`config.mk`:
```
export PLATFORM = sky130hd
export DESIGN_NAME = rr_arb4
export DESIGN_NICKNAME = d
export VERILOG_FILES = /design/src/rtl/arb_pkg.sv /design/src/rtl/rr_pick.sv /design/src/rtl/rr_arb4.sv
export SDC_FILE = /design/constraint.sdc
export NUM_CORES = 1
export LEC_CHECK = 0
export ABC_CLOCK_PERIOD_IN_PS = 6400
export BUFFER_PORTS_ARGS = -buffer_cell sky130_fd_sc_hd__buf_4
export CAP_MARGIN = 20
export CORE_ASPECT_RATIO = 1.5
export CORE_MARGIN = 10
export CORE_UTILIZATION = 40
export DETAILED_ROUTE_END_ITERATION = 6
export PLACE_DENSITY_LB_ADDON = 0.3
export SLEW_MARGIN = 20
export SYNTH_ARGS = -nofsm -noshare
export SYNTH_HDL_FRONTEND = slang
export SYNTH_HIERARCHICAL = 1
export SYNTH_SLANG_ARGS = --single-unit
```
`constraint.sdc`:
```
create_clock -name clk -period 6.4 [get_ports clk]
set_clock_uncertainty 0.2 [all_clocks]
set_input_delay 1.28 -clock clk [delete_from_list [all_inputs] [get_ports clk]]
set_output_delay 1.28 -clock clk [all_outputs]
set_load 0.05 [all_outputs]
```
`src/rtl/arb_pkg.sv`:
```
// Shared definitions for the four-requester round-robin arbiter.
//   ARB_N       number of requesters
//   ARB_IDW     width of a requester index
//   arb_state_e arbiter state encoding (IDLE=0, GRANT=1)
package arb_pkg;

    localparam int ARB_N   = 4;
    localparam int ARB_IDW = 2;

    typedef enum logic {
        IDLE  = 1'b0,
        GRANT = 1'b1
    } arb_state_e;

endpackage

```
`src/rtl/rr_pick.sv`:
```
// Combinational rotating-priority picker.
// Finds the first set bit of req searching upward from ptr with wrap
// (ptr, ptr+1, ... mod ARB_N).
//   req     [ARB_N-1:0]   request vector
//   ptr     [ARB_IDW-1:0] index with highest priority this round
//   pick    [ARB_N-1:0]   one-hot winner, zero when no request
//   pick_id [ARB_IDW-1:0] binary index of the winner, zero when no request
//   any                   at least one request is present
module rr_pick
    import arb_pkg::*;
(
    input  logic [ARB_N-1:0]   req,
    input  logic [ARB_IDW-1:0] ptr,
    output logic [ARB_N-1:0]   pick,
    output logic [ARB_IDW-1:0] pick_id,
    output logic               any
);

    logic [ARB_IDW-1:0] w_idx;
    logic               w_found;

    always_comb begin
        pick    = '0;
        pick_id = '0;
        w_idx   = '0;
        w_found = 1'b0;
        for (int k = 0; k < ARB_N; k++) begin
            // Index arithmetic is ARB_IDW bits wide, so it wraps naturally.
            w_idx = ptr + ARB_IDW'(k);
            if (!w_found && req[w_idx]) begin
                pick[w_idx] = 1'b1;
                pick_id     = w_idx;
                w_found     = 1'b1;
            end
        end
    end

    assign any = |req;

endmodule

```
`src/rtl/rr_arb4.sv`:
```
// Four-requester round-robin arbiter driving the one-hot sel of a 4:1 mux.
// A grant is held while its owner keeps requesting; every release is
// followed by exactly one all-zero cycle before the next grant.
//
// Optional feature: define RR_ARB4_TIMEOUT_EN to force release of a grant
// held for MAX_HOLD cycles while another requester waits (preempt pulses).
// Without it, grants are held indefinitely and preempt is constant 0.
//
// Parameters:
//   MAX_HOLD   maximum consecutive grant cycles (2..256), timeout build only
// Ports:
//   clk        system clock
//   rstn       asynchronous active-low reset
//   req        request vector
//   gnt        registered one-hot grant or zero (mux sel)
//   gnt_valid  registered OR of gnt
//   gnt_id     registered index of the granted bit, 0 when idle
//   preempt    registered one-cycle pulse on forced release
//
// State | meaning
// IDLE  | no grant; pick next owner from the rotating pointer
// GRANT | one owner holds the mux until it drops req (or times out)
module rr_arb4
    import arb_pkg::*;
#(
    parameter int unsigned MAX_HOLD = 16
) (
    input  logic               clk,
    input  logic               rstn,
    input  logic [ARB_N-1:0]   req,
    output logic [ARB_N-1:0]   gnt,
    output logic               gnt_valid,
    output logic [ARB_IDW-1:0] gnt_id,
    output logic               preempt
);

    if (MAX_HOLD < 2 || MAX_HOLD > 256) begin : g_bad_max_hold
        $error("rr_arb4: MAX_HOLD must be in 2..256");
    end

    arb_state_e         r_state, w_state_nxt;
    logic [ARB_N-1:0]   r_gnt, w_gnt_nxt;
    logic               r_gnt_valid, w_gnt_valid_nxt;
    logic [ARB_IDW-1:0] r_gnt_id, w_gnt_id_nxt;
    logic [ARB_IDW-1:0] r_ptr, w_ptr_nxt;
    logic               r_preempt, w_preempt_nxt;

    logic [ARB_N-1:0]   w_pick;
    logic [ARB_IDW-1:0] w_pick_id;
    logic               w_any;

`ifdef RR_ARB4_TIMEOUT_EN
    localparam int HOLD_W = $clog2(MAX_HOLD);
    localparam logic [HOLD_W-1:0] HOLD_LAST = HOLD_W'(MAX_HOLD - 1);

    logic [HOLD_W-1:0] r_hold_cnt, w_hold_cnt_nxt;
    logic              w_others;

    // Someone other than the current owner is waiting.
    assign w_others = |(req & ~r_gnt);
`endif

    rr_pick u_pick (
        .req     (req),
        .ptr     (r_ptr),
        .pick    (w_pick),
        .pick_id (w_pick_id),
        .any     (w_any)
    );

    always_comb begin
        w_state_nxt     = r_state;
        w_gnt_nxt       = r_gnt;
        w_gnt_valid_nxt = r_gnt_valid;
        w_gnt_id_nxt    = r_gnt_id;
        w_ptr_nxt       = r_ptr;
        w_preempt_nxt   = 1'b0;
`ifdef RR_ARB4_TIMEOUT_EN
        w_hold_cnt_nxt  = r_hold_cnt;
`endif
        case (r_state)
            IDLE: begin
                w_gnt_nxt       = '0;
                w_gnt_valid_nxt = 1'b0;
                w_gnt_id_nxt    = '0;
`ifdef RR_ARB4_TIMEOUT_EN
                w_hold_cnt_nxt  = '0;
`endif
                if (w_any) begin
                    w_state_nxt     = GRANT;
                    w_gnt_nxt       = w_pick;
                    w_gnt_valid_nxt = 1'b1;
                    w_gnt_id_nxt    = w_pick_id;
                    w_ptr_nxt       = w_pick_id + 2'd1;
                end
            end
            GRANT: begin
                if (!req[r_gnt_id]) begin
                    w_state_nxt     = IDLE;
                    w_gnt_nxt       = '0;
                    w_gnt_valid_nxt = 1'b0;
                    w_gnt_id_nxt    = '0;
                end
`ifdef RR_ARB4_TIMEOUT_EN
                else if (r_hold_cnt == HOLD_LAST && w_others) begin
                    w_state_nxt     = IDLE;
                    w_gnt_nxt       = '0;
                    w_gnt_valid_nxt = 1'b0;
                    w_gnt_id_nxt    = '0;
                    w_preempt_nxt   = 1'b1;
                end else if (r_hold_cnt != HOLD_LAST) begin
                    // Saturates at HOLD_LAST when nobody else is waiting.
                    w_hold_cnt_nxt = r_hold_cnt + 1'b1;
                end
`endif
            end
            default: begin
                w_state_nxt     = IDLE;
                w_gnt_nxt       = '0;
                w_gnt_valid_nxt = 1'b0;
                w_gnt_id_nxt    = '0;
            end
        endcase
    end

    always_ff @(posedge clk or negedge rstn) begin
        if (!rstn) begin
            r_state     <= IDLE;
            r_gnt       <= '0;
            r_gnt_valid <= 1'b0;
            r_gnt_id    <= '0;
            r_ptr       <= '0;
            r_preempt   <= 1'b0;
`ifdef RR_ARB4_TIMEOUT_EN
            r_hold_cnt  <= '0;
`endif
        end else begin
            r_state     <= w_state_nxt;
            r_gnt       <= w_gnt_nxt;
            r_gnt_valid <= w_gnt_valid_nxt;
            r_gnt_id    <= w_gnt_id_nxt;
            r_ptr       <= w_ptr_nxt;
            r_preempt   <= w_preempt_nxt;
`ifdef RR_ARB4_TIMEOUT_EN
            r_hold_cnt  <= w_hold_cnt_nxt;
`endif
        end
    end

    assign gnt       = r_gnt;
    assign gnt_valid = r_gnt_valid;
    assign gnt_id    = r_gnt_id;
    assign preempt   = r_preempt;

endmodule

```
== Word level (Yosys, flattened, before mapping) ==
Index checks and enable logic that the tools add are counted.
Word-level totals
  flip-flop bits (word level): 10
  word-level logic and storage cells: 75
Operators by class
  equality and inequality tests: 1
  add/subtract/negate cells: 4
  reduce and logical (&&, ||, !) cells: 12
  bitwise operators: 4
  multiplexer cells: 40
  magnitude comparators: 9
Operators by type and width (count)
  $mux W4: 6
  $lt A2 B3 Y1 const B: 5
  $mux W1: 15
  $mux W2: 6
  $or A4 B4 Y4: 3
  $bmux W1 S2: 5
  $demux W1 S2: 4
  $ge A2 B1 Y1 const B: 4
  $pmux W4 S2: 1
  $logic_and A1 B1 Y1: 7
  $add A2 B1 Y2 const B: 2
  $add A2 B2 Y2 const B: 2
  $pmux W1 S2: 2
  $pmux W2 S2: 1
  $reduce_or A4 Y1: 1
  $logic_not A1 Y1: 3
  $ne A2 B2 Y1 const B: 1
  $reduce_and A2 Y1: 1
  $not A1 Y1: 1

== Depth between registers and ports, before layout ==
  depth after elaboration: 14
  gate-level depth with buffers: 9
  gate-level depth less buffers: 8

== By module ==
The synthesis kept the hierarchy.
Modules (own cells, without submodules)
  rr_arb4: cells an instance 36, times used 1, area each 424.2 um2
  rr_pick: cells an instance 49, times used 1, area each 411.6 um2

== Least setup slack after synthesis ==
Ideal clock, no wire load.
  path kind: input to register
  start: input port req[3]
  end: register r_ptr[1]
  buffers on the path: 1
  stages on the path: 5
  arrival: 2575 ps
  required time: 6072 ps
  slack: 3497 ps
  setup time: 128 ps
  path through: mux4_2 > clkbuf_1 > o31ai_1 > xnor2_1 > o21ai_0
On the way
  cells in the longest elaborated chain, start to end: 13
  elaborated cells between the ends (all ways): 24
RTL lines
  start: declaration: RTL line rr_arb4.sv:30  | input logic [ARB_N-1:0] req,
  $bmux W1 S2: RTL line rr_pick.sv:30  | if (!w_found && req[w_idx]) begin
  $mux W1 (implied by the code): RTL line rr_pick.sv:30
  $mux W1: RTL line rr_pick.sv:30
  $logic_not A1 Y1: RTL line rr_pick.sv:30
  $logic_and A1 B1 Y1: RTL line rr_pick.sv:30
  $mux W1: RTL line rr_pick.sv:30
  $logic_not A1 Y1: RTL line rr_pick.sv:30
  $logic_and A1 B1 Y1: RTL line rr_pick.sv:30
  $mux W1: RTL line rr_pick.sv:30
  $logic_not A1 Y1: RTL line rr_pick.sv:30
  $logic_and A1 B1 Y1: RTL line rr_pick.sv:30
  $mux W2 (*): RTL line rr_pick.sv:30
  via w_pick_id[0]: RTL line rr_arb4.sv:49  | logic [ARB_IDW-1:0] w_pick_id;
  $add A2 B1 Y2 (*): RTL line rr_arb4.sv:94  | w_ptr_nxt = w_pick_id + 2'd1;
  end signal: assignment: RTL line rr_arb4.sv:142  | r_ptr <= w_ptr_nxt;
  end: declaration: RTL line rr_arb4.sv:45  | logic [ARB_IDW-1:0] r_ptr, w_ptr_nxt;
The timed path passes the listed nets; every way through them passes the cells marked *. The select of a mux whose other input is x is not followed.
A chain may end at the register's enable or synchronous reset.

== Worst setup path after layout ==
  start: register r_ptr[0]
  end: register r_ptr[1]
On the way
  cells in the longest elaborated chain, start to end: 13
  elaborated cells between the ends (all ways): 25
RTL lines (RTL line)
  branches (longest 11 deep; another with $add A2 B1 Y2)
  $mux W2 (*): rr_pick.sv:30
  via w_pick_id[0]: rr_arb4.sv:49
  $add A2 B1 Y2 (*): rr_arb4.sv:94
Mark *: on every way through the listed nets, which the timed path passes. The select of a mux whose other input is x is not followed.

==> reports/results.tsv <==
stage	metric	value	unit
timing	Final min period	2.971	ns
synth	Syn Area/Cell	9.833	sq um
cells_and_area	share of cells above drive strength 1	22.68	%
detailed_routing	vias per cell	6.034	
placed_design	routability congestion estimate	0.7854	
hold_path	Worst Hold Class	register to register	
floorplanning	Starting Density	41.75	%
cells_and_area	Non-Filler Instances	119	
timing	setup TNS after final layout	0	ns
synth	Synth area leader	dfrtp_1	
placed_design	Buffers on Ports	12	
detailed_routing	DR WL/cell	17.09	um
cts	H-tree Lvls	1	
timing	Final Hold Vio Count	0	
detailed_routing	Post-Route WL	2034	um
floorplanning	Die Wd	57.32	um
worst_setup_path	Worst setup EP type	register	
cts	worst-skew pair later-pin latency	0.26	ns
synth	syn_nets	96	
detailed_routing	Detailed Routing Iterations Pass 1	4	
global_route	pin count of the biggest net entering global routing	17	
worst_setup_path	maximum fanout along the worst path	16	
timing	worst rel slew slack	58.56	%
cells_and_area	Multi-input gate area	553.0	sq um
cts	Gates resized, CTS repair	0	
global_route	first-pass GRT wire length	3229	um
timing	Setup violations, final	0	
floorplanning	Cell Rows	20	
synth	cell count after synthesis	85	
cells_and_area	area grow syn2layout	15.87	%
timing	hold slack	0.3084	ns
timing	fmax	336.6	MHz
worst_setup_path	Worst Path Required	6.35	ns
cts	clk slew on worst S/H paths	0.07	ns
detailed_routing	vias	718	
power	Peak VDD IR	0.0002908	V
cts	Max clock buf depth	2	
floorplanning	Core Footprint	2002	sq um
power	P_leak	0.4298	nW
floorplanning	Ports	14	
cells_and_area	Final Core Density	48.38	%
cts	clk root buf	clkbuf_4	
cts	CTS Hold Bufs	0	
floorplanning	chip height	75.99	um
cells_and_area	Filler cells	194	
timing	Max Slew Vio Count	0	
cts	Num CTS Buffers	3	
floorplanning	Die Area	4355	sq um
global_route	vias in the first global route	708	
placed_design	placed inst area	932.1	sq um
cells_and_area	nets	109	
cells_and_area	n_diodes	0	
worst_setup_path	Setup CP Type	register to register	
synth	Ys Warns	6	
cells_and_area	Final Instance Area	968.4	sq um
synth	Post-Synthesis Cell Area	835.8	sq um
power	PwrDens	582.9	nW/um^2
worst_setup_path	Startpoint Class	register	
synth	post-synth top area share	29.94	%
global_route	initial antenna violation count	0	
placed_design	Placed Cells	115	
synth	Yosys cell types	28	
detailed_routing	post-route ant nets	0	
detailed_routing	DRC errors left	0	
timing	Slew @ Worst Pin	0.6217	ns
timing	Tcrit/Tclk final	46.42	%
timing	RSZ-0062 raised after global routing	no	
synth	Yosys reg bits	10	
global_route	Overflow after GRT	0	
cts	Setup Buffers After CTS	0	
cts	CTS tree	yes	
synth	synth top area cells	dfrtp_1, mux4_2, ha_1, a22oi_1, o21ai_0	
cells_and_area	sequential cell area	250.2	sq um
synth	Seq/Total Area, Yosys	29.94	%
global_route	GRT Overall Usage	8.975	%
worst_setup_path	Critical Path AT	2.92	ns
cts	Num Clock Sinks	10	
placed_design	hpwl dp	1601	um
detailed_routing	DRT iter0 DRCs	22	
run	maxcap violations	0	
outcome	status	finished, final reports clean	
==> synthesized netlist by cell type <==
master and n:
o22ai_1 1, conb_1 1, o21ai_1 1, dfrtp_1 10
o22ai_2 1, nand2b_1 4, a22oi_1 8, ha_1 5
nand2_1 6, o21ai_0 9, xnor2_1 1, nor2_1 5
clkbuf_1 1, nand3_1 1, buf_4 1, o31ai_1 1
mux2i_1 4, a21o_1 2, and3b_1 1, or4_1 1
nor4b_4 1, inv_1 3, o211ai_1 1, o2111ai_1 1
nor2b_1 4, mux4_2 4, a22o_1 5, buf_2 2
==> where the power goes <==
part	internal [mW]	leakage (nW)	total [mW]	switching [mW]
logic	0.160	0.282	0.373	0.213
clock network	0.0345	0.0210	0.0576	0.0231
registers	0.0878	0.127	0.134	0.0462
==> registers in the layout (all words and copies together), names as in the netlist <==
signal	count
gnt_valid	1
gnt_id	2
gnt	4
r_ptr	2
r_state	1
==> area by class of cell <==
| cell class | count | area share, % |
|---|---|---|
| Inverter | 3 | 1.163 |
| Timing Repair Buffer | 12 | 9.302 |
| Sequential cell | 10 | 25.84 |
| Tap cell | 22 | 2.842 |
| Clock buffer | 4 | 3.747 |
| Multi-Input combinational cell | 68 | 57.11 |
==> critical path: stages, from the launching register on <==
cell and delay (ns):
dfrtp_1 0.74, inv_1 0.14, ha_1 0.43, mux4_2 0.45, nor2b_1 0.32, o21ai_0 0.14
o31ai_1 0.18, xnor2_1 0.16, o21ai_0 0.08
==> metrics by stage <==
stage               setup WS, ns  power, mW
floorplan                  3.497     0.4230
global placement           3.251     0.4965
detailed placement         3.187     0.5087
CTS                        3.439     0.5681
global route               3.160     0.6094
finish                     3.429     0.5645
==> cell families after synthesis <==
logic type                 Yosys count  synth area share, %
xor gates and xnor gates             1                1.048
and+or+nand+nor                     23                16.32
other                                1               0.4487
AOI/OAI and AO/OA                   30                25.30
adders and majority gates            5                7.485
buffers and inverters                7                3.892
DFF                                 10                29.94
muxes                                8                15.57
==> placed cells by master (no fill, tap or decap), drive strengths merged <==
cell type,n
a21o,2
a22o,5
a22oi,8
and3b,1
buf,12
clkbuf,4
conb,1
dfrtp,10
ha,5
inv,3
mux2i,4
mux4,4
nand2,6
nand2b,4
nand3,1
nor2,5
nor2b,4
nor4b,1
o2111ai,1
o211ai,1
o21ai,10
o22ai,2
o31ai,1
or4,1
xnor2,1
==> metal layers <==
layer  global-route usage (%)  routed length [um]  vias to the layer above
met2                    15.90                1094                       23
met4                    4.245                  61                        0
met1                    9.282                 783                      346
li1                         -                   -                      343
met5                        0                   0                        -
met3                    2.333                  94                        6
==> worst paths after layout <==
path                           from   endpoint  slack [ns]  cells past startpoint
min in group asynchronous      rstn   r_ptr[0]        0.63                      1
max in group asynchronous      rstn  gnt_valid        5.23                      1
setup reg to reg           r_ptr[0]   r_ptr[1]        3.43                      8
hold reg to reg              gnt[3]     gnt[3]        0.31                      1
hold / removal               gnt[3]     gnt[3]        0.31                      1
setup / recovery           r_ptr[0]   r_ptr[1]        3.43                      8
(Power assumes the default switching activity.)
